**config.mk**
```make
export PLATFORM = sky130hd
export DESIGN_NAME = qbus_dma_arb
export DESIGN_NICKNAME = d
export VERILOG_FILES = /design/src/rtl/qbus_dma_arb.sv
export SDC_FILE = /design/constraint.sdc
export NUM_CORES = 1
export LEC_CHECK = 0
export ABC_AREA = 1
export BUFFER_PORTS_ARGS = -buffer_cell sky130_fd_sc_hd__buf_2
export CAP_MARGIN = 20
export CORE_MARGIN = 2
export CORE_UTILIZATION = 40
export CTS_CLUSTER_SIZE = 24
export DETAILED_ROUTE_END_ITERATION = 10
export PLACE_DENSITY = 0.67
export SLEW_MARGIN = 40
export SYNTH_ARGS = -nofsm -noshare
export SYNTH_HDL_FRONTEND = slang
export SYNTH_SLANG_ARGS = --single-unit
```
**constraint.sdc**
```tcl
create_clock -name pin_clk -period 2.5 [get_ports pin_clk]
set_clock_uncertainty 0.05 [all_clocks]
set_input_delay 0.125 -clock pin_clk [delete_from_list [all_inputs] [get_ports pin_clk]]
set_output_delay 0.125 -clock pin_clk [all_outputs]
set_load 0.01 [all_outputs]
```
**src/rtl/qbus_dma_arb.sv**
```systemverilog
// rtl/qbus_dma_arb.sv - QBUS DMA bus arbiter with grant/hold watchdog
//
// Arbitrates NREQ local DMA requesters for QBUS mastership. It requests the
// bus from the CPU (DMR), waits for the CPU grant (DMGO) and an idle bus
// (SYNC and RPLY both negated), then acknowledges (SACK) and grants one
// requester until that requester signals end of tenure. A 16-bit watchdog
// aborts a stuck request phase or a stuck tenure and sets a sticky error.
//
// Optional feature: define CONFIG_QBUS_ARB_RR_EN for round-robin winner
// selection; left undefined, the lowest requesting index always wins.
//
// Parameters:
//   NREQ        number of requesters (2..8)
//   TOUT        watchdog limit in clocks (15..65535)
// Ports:
//   pin_clk     in   block clock, rising edge
//   pin_dclo_n  in   asynchronous active-low reset
//   dma_req     in   [NREQ] per-requester request level
//   dma_done    in   [NREQ] per-requester end-of-tenure pulse
//   dma_gnt     out  [NREQ] one-hot grant
//   pin_dmr_n   out  bus request to CPU, active-low
//   pin_dmgo_n  in   bus grant from CPU, active-low
//   pin_sack_n  out  grant acknowledge to CPU, active-low
//   pin_sync_n  in   QBUS SYNC strobe, active-low
//   pin_rply_n  in   QBUS RPLY strobe, active-low
//   arb_err     out  sticky watchdog fault flag
module qbus_dma_arb #(
  parameter int NREQ = 4,
  parameter int TOUT = 255
) (
  input  logic            pin_clk,
  input  logic            pin_dclo_n,
  input  logic [NREQ-1:0] dma_req,
  input  logic [NREQ-1:0] dma_done,
  output logic [NREQ-1:0] dma_gnt,
  output logic            pin_dmr_n,
  input  logic            pin_dmgo_n,
  output logic            pin_sack_n,
  input  logic            pin_sync_n,
  input  logic            pin_rply_n,
  output logic            arb_err
);

  localparam int IW = (NREQ > 1) ? $clog2(NREQ) : 1;
  localparam logic [15:0] TOUT16 = 16'(TOUT);

  typedef enum logic [2:0] {
    ST_IDLE = 3'd0,
    ST_REQ  = 3'd1,
    ST_WAIT = 3'd2,
    ST_ACK  = 3'd3,
    ST_HOLD = 3'd4,
    ST_REL  = 3'd5
  } state_t;

  state_t          state;
  logic [15:0]     cnt;
  logic [15:0]     cnt_inc;
  logic [NREQ-1:0] req_q;
  logic [IW-1:0]   win;
  logic [IW-1:0]   pick;
  logic            found;
  int              idx;

`ifdef CONFIG_QBUS_ARB_RR_EN
  logic [IW-1:0]   ptr;
`endif

  assign cnt_inc = cnt + 16'd1;

  // Winner search over the registered request vector. Round-robin starts
  // one past the previous winner and wraps; fixed priority starts at 0.
  always_comb begin
    pick  = '0;
    found = 1'b0;
    idx   = 0;
    for (int i = 0; i < NREQ; i++) begin
`ifdef CONFIG_QBUS_ARB_RR_EN
      idx = int'(ptr) + i;
      if (idx >= NREQ) idx = idx - NREQ;
`else
      idx = i;
`endif
      if (!found && req_q[IW'(idx)]) begin
        pick  = IW'(idx);
        found = 1'b1;
      end
    end
  end

  // Requests are registered once before the FSM sees them, so arbitration
  // and the winner latch always work from a stable vector. This stage is
  // what puts the first grant on the fourth edge after a request rises.
  always_ff @(posedge pin_clk or negedge pin_dclo_n) begin
    if (!pin_dclo_n) begin
      state      <= ST_IDLE;
      cnt        <= '0;
      req_q      <= '0;
      win        <= '0;
      dma_gnt    <= '0;
      pin_dmr_n  <= 1'b1;
      pin_sack_n <= 1'b1;
      arb_err    <= 1'b0;
`ifdef CONFIG_QBUS_ARB_RR_EN
      ptr        <= '0;
`endif
    end else begin
      req_q <= dma_req;
      case (state)
        ST_IDLE: begin
          if (|req_q) begin
            state     <= ST_REQ;
            cnt       <= '0;
            pin_dmr_n <= 1'b0;
          end
        end

        ST_REQ: begin
          if (!(|req_q)) begin
            state     <= ST_IDLE;
            cnt       <= '0;
            pin_dmr_n <= 1'b1;
          end else if (!pin_dmgo_n) begin
            state <= ST_WAIT;
            cnt   <= '0;
          end else if (cnt_inc == TOUT16) begin
            state     <= ST_IDLE;
            cnt       <= '0;
            pin_dmr_n <= 1'b1;
            arb_err   <= 1'b1;
          end else begin
            cnt <= cnt_inc;
          end
        end

        ST_WAIT: begin
          if (!found) begin
            // Everyone withdrew after the CPU granted; give the bus back.
            state     <= ST_IDLE;
            cnt       <= '0;
            pin_dmr_n <= 1'b1;
          end else if (pin_sync_n && pin_rply_n) begin
            state      <= ST_ACK;
            cnt        <= '0;
            win        <= pick;
            dma_gnt    <= NREQ'(1) << pick;
            pin_sack_n <= 1'b0;
            pin_dmr_n  <= 1'b1;
`ifdef CONFIG_QBUS_ARB_RR_EN
            ptr <= (pick == IW'(NREQ - 1)) ? '0 : pick + 1'b1;
`endif
          end
        end

        ST_ACK: begin
          state <= ST_HOLD;
          cnt   <= '0;
        end

        ST_HOLD: begin
          // Done is checked before the watchdog so a completion on the
          // expiry clock ends the tenure cleanly without an error.
          if (dma_done[win]) begin
            state      <= ST_REL;
            cnt        <= '0;
            dma_gnt    <= '0;
            pin_sack_n <= 1'b1;
          end else if (cnt_inc == TOUT16) begin
            state      <= ST_REL;
            cnt        <= '0;
            dma_gnt    <= '0;
            pin_sack_n <= 1'b1;
            arb_err    <= 1'b1;
          end else begin
            cnt <= cnt_inc;
          end
        end

        ST_REL: begin
          cnt <= '0;
          if (|req_q) begin
            state     <= ST_REQ;
            pin_dmr_n <= 1'b0;
          end else begin
            state <= ST_IDLE;
          end
        end

        default: begin
          state      <= ST_IDLE;
          cnt        <= '0;
          dma_gnt    <= '0;
          pin_dmr_n  <= 1'b1;
          pin_sack_n <= 1'b1;
        end
      endcase
    end
  end

endmodule

```
==> Word-level counts from Yosys, hierarchy flattened <==
Cells that the tools add are included.
{ "word_totals": {"regBits": 32, "inputBits": 13, "out_inout_bits": 7, "word_cells": 90} }
{ "classes": {"addsub": 1, "magnitude_cmp": 1, "eq_ne": 18, "shift": 1, "n_mux": 44, "n_bitwise": 2, "reduce_logical": 15} }
{ "op_table": {"columns": ["op", "n"], "rows": [
  ["$mux W16", 7],
  ["$pmux W16 S4", 1],
  ["$mux W3", 8],
  ["$mux W1", 18],
  ["$pmux W3 S6", 1],
  ["$add A16 B1 Y16 const B", 1],
  ["$eq A16 B8 Y1 const B", 1],
  ["$mux W4", 4],
  ["$ne A2 B2 Y1 const B", 6],
  ["$ne A3 B3 Y1 const B", 4],
  ["$pmux W4 S3", 1],
  ["$reduce_and A4 Y1", 3],
  ["$reduce_or A4 Y1", 2],
  ["$eq A3 B2 Y1 const B", 2],
  ["$eq A3 B3 Y1 const B", 2],
  ["$reduce_and A5 Y1", 1],
  ["$ne A4 B4 Y1 const B", 1],
  ["$pmux W1 S4", 1],
  ["$reduce_or A2 Y1", 2],
  ["$shl A1 B1 Y4 const A", 1],
  ["$eq A3 B1 Y1 const B", 1],
  ["$logic_not A3 Y1", 1],
  ["$lt A2 B3 Y1 const B", 1],
  ["$pmux W1 S3", 1],
  ["9 further kinds", 11]
]} }

==> Logic depth before layout (Yosys ltp) <==
Gate-level depths: netlist of the first run.
{ "logic_depth": {"ltp_word": 8, "ltp_mapped": 15} }

==> Least setup slack after synthesis of the first run <==
No wires, ideal clock.
{ "synth_path": {"kind": "reg2reg", "start": "reg cnt[0]", "end": "reg cnt[3]", "setup_time_ns": 0.117, "t_arrival_ns": 1.602, "required_time_ns": 2.333, "path_slack_ns": 0.731, "stages_incl_launch_ff": 16, "synth_period_minus_slack_ns": 1.769, "path_cell_list": "dfrtp_1 > ha_1 > nand3_1 > inv_1 > nand2_1 > nand2_1 > nand2_2 > nand2_1 > nor2_2 > nand2_1 > nor2_1 > nand2_1 > nand2_2 > nand2_4 > nand2_1 > nand2_1"} }
{ "synth_via": {"elab_chain_cells": 6, "elab_cells_between_ends": 7} }
{ "synth_rtl": {"columns": ["item", "line", "source"], "rows": [
  ["from (decl)", "57", "logic [15:0] cnt;"],
  ["from (signal assigned)", "132", "cnt <= cnt_inc;"],
  ["from (signal assigned)", "175", "cnt <= cnt_inc;"],
  ["$add A16 B1 Y16 *", "69", "assign cnt_inc = cnt + 16'd1;"],
  ["$eq A16 B8 Y1", "126, 168", null],
  ["$mux W16 *", "126, 168", null],
  ["$mux W16", "123", "end else if (!pin_dmgo_n) begin"],
  ["$mux W16", "119", "if (!(|req_q)) begin"],
  ["$pmux W16 S4 *", "109", "case (state)"]
]} }
Every way passes the cells marked *; elsewhere a longest branch is shown, timed or not.
A chain may end at the register's enable or synchronous reset.

==> Worst setup path in the final report of the first run <==
{ "layout_path": {"start": "reg cnt[1]", "end": "reg cnt[2]"} }
Same word-level chain as after synthesis.

==> results of run 1 <==
-- final cells by class --
cell class              instances  area, um2
well taps                      67      83.83
repair buffers                 20      125.1
clock inverters                 1      5.005
clock buffers                   6      72.57
flip-flops and latches         29      728.2
inverters                      37      138.9
fillers                       466       2489
multi-input cells             224       1081
-- worst max path at each step --
stage | start | to | slack [ps] | cells past startpoint
finish | cnt[1]$_DFFE_PN0P_ | cnt[2]$_DFFE_PN0P_ | 420 | 14
global route | cnt[0]$_DFFE_PN0P_ | cnt[6]$_DFFE_PN0P_ | 220 | 13
CTS | cnt[1]$_DFFE_PN0P_ | cnt[2]$_DFFE_PN0P_ | 390 | 14
detailed placement | cnt[1]$_DFFE_PN0P_ | cnt[2]$_DFFE_PN0P_ | 400 | 14
global placement | cnt[0]$_DFFE_PN0P_ | cnt[0]$_DFFE_PN0P_ | 400 | 15
floorplan | cnt[0]$_DFFE_PN0P_ | cnt[3]$_DFFE_PN0P_ | 730 | 15
-- placed cells by master (no fill, tap or decap), drive strengths merged --
| master | n |
|---|---|
| nor2 | 43 |
| nand4 | 7 |
| clkbuf | 6 |
| conb | 2 |
| o21ai | 9 |
| o21bai | 1 |
| ha | 2 |
| xnor2 | 1 |
| clkinv | 1 |
| nor3 | 3 |
| inv | 37 |
| buf | 15 |
| nand2 | 115 |
| or2 | 1 |
| o311ai | 5 |
| a211oi | 1 |
| dfrtp | 27 |
| o211ai | 1 |
| nand3 | 28 |
| dlygate4sd3 | 5 |
| dfstp | 2 |
| a21oi | 3 |
| o221ai | 2 |
-- layer usage --
layer,up-vias,share of wire,global-route usage
met3,3,0.056,0.04472
li1,973,-,-
met5,-,0,0
met4,0,0.0081,0.07475
met2,55,0.48,0.3115
met1,846,0.46,0.2483
-- state kept, by name, summed over array words and instances (netlist names) --
signal / count
cnt: 16
req_q: 4
state: 3
dma_gnt: 2
arb_err: 1
pin_dmr_n: 1
pin_sack_n: 1
win: 1
-- kinds of logic (layout without fill, tap and decap cells) --
| family | Yosys count | count (layout) | synth area share |
|---|---|---|---|
| other | 1 | 2 | 0.001909 |
| adder cells (fa/ha/maj) | 2 | 2 | 0.01274 |
| flip-flops | 29 | 29 | 0.3707 |
| buffers and inverters | 40 | 64 | 0.08089 |
| XOR/XNOR | 1 | 1 | 0.004459 |
| AND/OR/NAND/NOR | 197 | 197 | 0.4541 |
| AO/OA/AOI/OAI | 22 | 22 | 0.07516 |
-- critical path, cell delays in order (launching register included) --
cell     delay (ps)
dfrtp_1         400
ha_1            210
nand3_1         190
inv_1           160
nand3_1          90
nand2_2         140
nand2_1          80
nor2_2           80
nand2_1          70
nor2_1           80
nand2_1          70
nand2_2         110
nand2_4         110
nand2_1          80
nand2_1          50
-- where the power goes --
part	leakage [uW]	switching (uW)	internal [uW]
Clock	0.0000410	173	189
Combinational	0.000720	300	140
Sequential	0.000383	44.8	546
-- per-stage QoR --
stage	setup slack (ps)	total power (uW)	hold slack (ps)	instance area (um2)	utilization
final	418.5	1393	107.8	2235	0.4731
after global routing	219.9	1513	119.1	2235	0.4731
after floorplan	731.1	907.0	-220.6	1968	-
after CTS	391.4	1411	100.3	2235	0.4731
after global placement	401.7	1025	145.7	2107	0.4461
after detailed placement	404.4	1033	150.1	2107	0.4461
==> out/results.tsv, run 1 <==
metric	value	unit
postCtsHoldBufs	5	
fin_cells	384	
async_reset_ff_frac	1.000	
drc_errors	0	
placed_cells	372	
rr_startpoint	cnt[1]$_DFFE_PN0P_	
wl_per_cell	11.61	um
die_area	5488	um2
yosys.area.top_type	dfrtp_1	
rsz0062_at_grt	false	
ys_ff_latch	29	
drtAntennaViolNets	0	
reg2reg_slack	420	ps
die_w	74.08	um
drt_iter0_markers	103	
start_util	0.4159	
hp-class	input port to flop	
drive_gt1_frac	0.1483	
hp-start	pin_dmgo_n	
ios	20	
cts_root_buffer	clkbuf_8	
critPathCaptureType	flop	
hold-path-cell-count	2	
yosysMostFrequentCell	nand2_1	
clk_latency	280	ps
required	2620	ps
synth_top_cell_area_share	0.3439	
yosys_most_used_dff	dfrtp_1	
synth_edf_count	0	
clock.fmax	480.4	MHz
p_leak	0.001144	uW
ys_types	31	
finalCriticalPeriod	2082	ps
hold_viol_final	0	
relSlewSlack	0.5716	
synth_area_leaders	dfrtp_1, nand2_1, inv_1, nor2_1, nand3_1	
cts_buffer_depth	2	
reg2reg_depth	14	
grt_start_max_net_pins	30	
via_per_inst	4.888	
antenna_cells	0	
postCtsSetupBuffers	0	
crit_type	flop to flop	
cts_tree	built	
synthCells	292	
place_congestion	0.8890	
start_kind	flop	
worstPathMaxFanout	9	
io_buffer_count	15	
worst_slew_pin_slew	642.6	ps
die_y	74.08	um
clkTransAtPathRegs	60	ps
finalSetupViolCount	0	
area_growth	13.76	%
ir_drop	0.0004924	V
fin_setup_tns	0	ps
regToRegEndpoint	cnt[2]$_DFFE_PN0P_	
finish.net_count	332	
synth.yosys.warnings	0	
grt_pass1_vias	1809	
syn-cell-area	1964	um2
hpwlAfterDp	3303	um
grt-ovfl-total	0	
drv_cap	0	
grt_first_pass_wirelength	8059	um
antenna_found_initial	0	
hold_end	state[1]$_DFFE_PN0P_	
worstPathArrival	2200	ps
post_cts_resized	0	
first_pass_iters	5	
drv_slew	0	
cts.sinks	29	
post-route-period-util	0.8326	
rows	25	
yosysSeqAreaShare	0.3707	
groute.usage.overall	0.1916	
core_area	4723	um2
avgSynthCellArea	6.727	um2
cts_max_level	2	
vias	1877	
synthTopCellsByCount	nand2_1, inv_1, nor2_1, dfrtp_1, nand3_1	
wl	4459	um
run_status	finished clean	
powerDensity	623.2	nW/um2
cts_buffers	5	
(Power assumes the default switching activity.)
==> run 2, diff against run 1 <==
PLACE_DENSITY = 0.69   (was 0.67)
clock period = 1.9 ns   (was 2.5 ns; I/O delays follow)
==> run 2 against run 1 <==
Net effect:
- the flow now finishes with violations (negative setup slack)
- sequential share of layout area is 4.7 points lower
- hold slack better by 1.2 ps
- cell area is 17% higher
- register-to-register slack worse by 550 ps
- clock power is 40% higher
- worst setup slack worse by 550 ps
- power is 45% higher
==> out/results.tsv, run 2 (synthesized netlist as in run 1, its figures left out) <==
metric	value	unit	change
wl	5271	um	+18%
relSlewSlack	0.5439		-0.02772
vias	2063		+9.9%
path_buf_inv	2		+1
cp_slowest_cell	dfrtp_1		
place_congestion	0.8468		-4.7%
largest_reg_flops	16		unchanged
dp_slack	-60.46	ps	-464.8 ps
finalSetupViolCount	14		+14
regToRegEndpoint	cnt[7]$_DFFE_PN0P_		
rr_startpoint	cnt[0]$_DFFE_PN0P_		
cts.sinks	29		unchanged
hp-start	pin_dmgo_n		
grt-ovfl-total	0		unchanged
reg2reg_depth	14		unchanged
groute.usage.overall	0.2161		+0.02443
start_util	0.4159		unchanged
hpwlAfterDp	3601	um	+9.0%
fin_ws	-134.2	ps	-552.6 ps
cts_root_buffer	clkbuf_8		
crit_type	flop to flop		
worst_slew_pin_slew	684.2	ps	+41.58 ps
die_w	74.08	um	unchanged
hold-path-cell-count	2		unchanged
antenna_cells	0		unchanged
grt_first_pass_wirelength	8983	um	+11%
drv_slew	0		unchanged
antenna_found_initial	0		unchanged
violations	negative setup slack		
layout_common_cells	nand2_1, inv_1, nor2_1		
grt_start_max_net_pins	30		unchanged
post-route-period-util	1.071		+0.2380
powerDensity	773.7	nW/um2	+24%
die_y	74.08	um	unchanged
clock.fmax	491.6	MHz	+2.3%
fin_setup_tns	-1578	ps	-1578 ps
cts_max_level	2		unchanged
cts_tree	built		
p_leak	0.001350	uW	+18%
hold_viol_final	0		unchanged
worstPathMaxFanout	7		-2
core_area	4723	um2	unchanged
die_area	5488	um2	unchanged
cpLargestDelayFamily	simple AND/OR/NAND/NOR gates		
hold_end	state[1]$_DFFE_PN0P_		
drt_iter0_markers	113		+9.7%
drtAntennaViolNets	0		unchanged
holdWs	109.0	ps	+1.248 ps
start_kind	flop		
required	2030	ps	-590 ps
grt_pass1_vias	2006		+11%
drv_cap	0		unchanged
ir_drop	0.0006272	V	+27%
top_regs	cnt: 16 flops, req_q: 4 flops, state: 3 flops		
cts_buffer_depth	2		unchanged
cts_buffers	5		unchanged
finalCriticalPeriod	2034	ps	-47.38 ps
area_growth	33.25	%	
finish.net_count	365		+9.9%
clk_latency	280	ps	about the same
drc_errors	0		unchanged
max_stage_delay	380	ps	-20 ps
ios	20		unchanged
clkTransAtPathRegs	70	ps	about the same
rows	25		unchanged
run_status	finished with violations		
wl_per_cell	12.61	um	+8.6%
worstPathArrival	2170	ps	-30 ps
io_buffer_count	15		unchanged
hp-class	input port to flop		
via_per_inst	4.935		+0.97%
crit_start	cnt[0]$_DFFE_PN0P_		
critPathCaptureType	flop		
drive_gt1_frac	0.2963		+0.1480
first_pass_iters	4		-1
max_flop_register	cnt		
final_common_cell	nand2_1		
crit_top_cell	nand2_2		
reg2reg_slack	-130	ps	-550 ps
rsz0062_at_grt	true		
path_cells	buf_6, inv_4, nor2_4, nand2_4, nor2_2, nand2_1, nand2_2, nand2_2, nor2_2, nand3_2, nand3_4, nand2_8, nand2_2, nand2_1		
[run 2: where the power goes]
part / switching [uW] / internal, uW / total, uW
Combinational: 482 / 264 / 746
Clock: 254 / 252 / 506
Sequential: 54.3 / 718 / 772
[run 2: metrics by stage]
stage            util  total power [uW]  std cells  instance area [um2]
6_report       0.5542              2025        418                 2618
3_5_place_dp   0.4842              1430        396                 2287
3_3_place_gp   0.4842              1414        396                 2287
2_1_floorplan       -              1193        293                 1968
4_1_cts        0.5388              2002        416                 2545
5_1_grt        0.5542              2170        418                 2618
[run 2: how the worst max path moves through the flow]
stage | endpoint | slack (ps) | cells after the start
after floorplan | cnt[3]$_DFFE_PN0P_ | 130 | 15
after global placement | cnt[0]$_DFFE_PN0P_ | -30 | 11
after detailed placement | cnt[12]$_DFFE_PN0P_ | -60 | 14
after CTS | cnt[12]$_DFFE_PN0P_ | -20 | 14
after global routing | cnt[5]$_DFFE_PN0P_ | -290 | 14
final | cnt[7]$_DFFE_PN0P_ | -130 | 14
[run 2: area by class of cell]
cell class	count	area (um2)
Tap cell	67	83.83
Inverter	37	141.4
Timing Repair Buffer	52	372.9
Multi-Input combinational cell	225	1204
Fill cell	447	2106
Clock inverter	3	17.52
Sequential cell	29	729.5
Clock buffer	5	68.82
[run 2: what timing repair did]
| item | CTS | global route |
|---|---|---|
| setup buffers | 6 | 2 |
| gates cloned | 1 | 0 |
| resized for setup | 15 | 18 |
| hold endpoints to repair | 31 | 0 |
| pin swaps | 4 | 7 |
| hold buffers | 5 | 0 |
| endpoints found under the setup margin | 12 | 16 |
[run 2: metal layers]
metal,GRT usage,up-vias,wire length [um]
met5,0,-,0
met1,0.2651,958,2408
met4,0.09495,0,111
met2,0.3601,49,2527
li1,-,1044,-
met3,0.05420,12,223
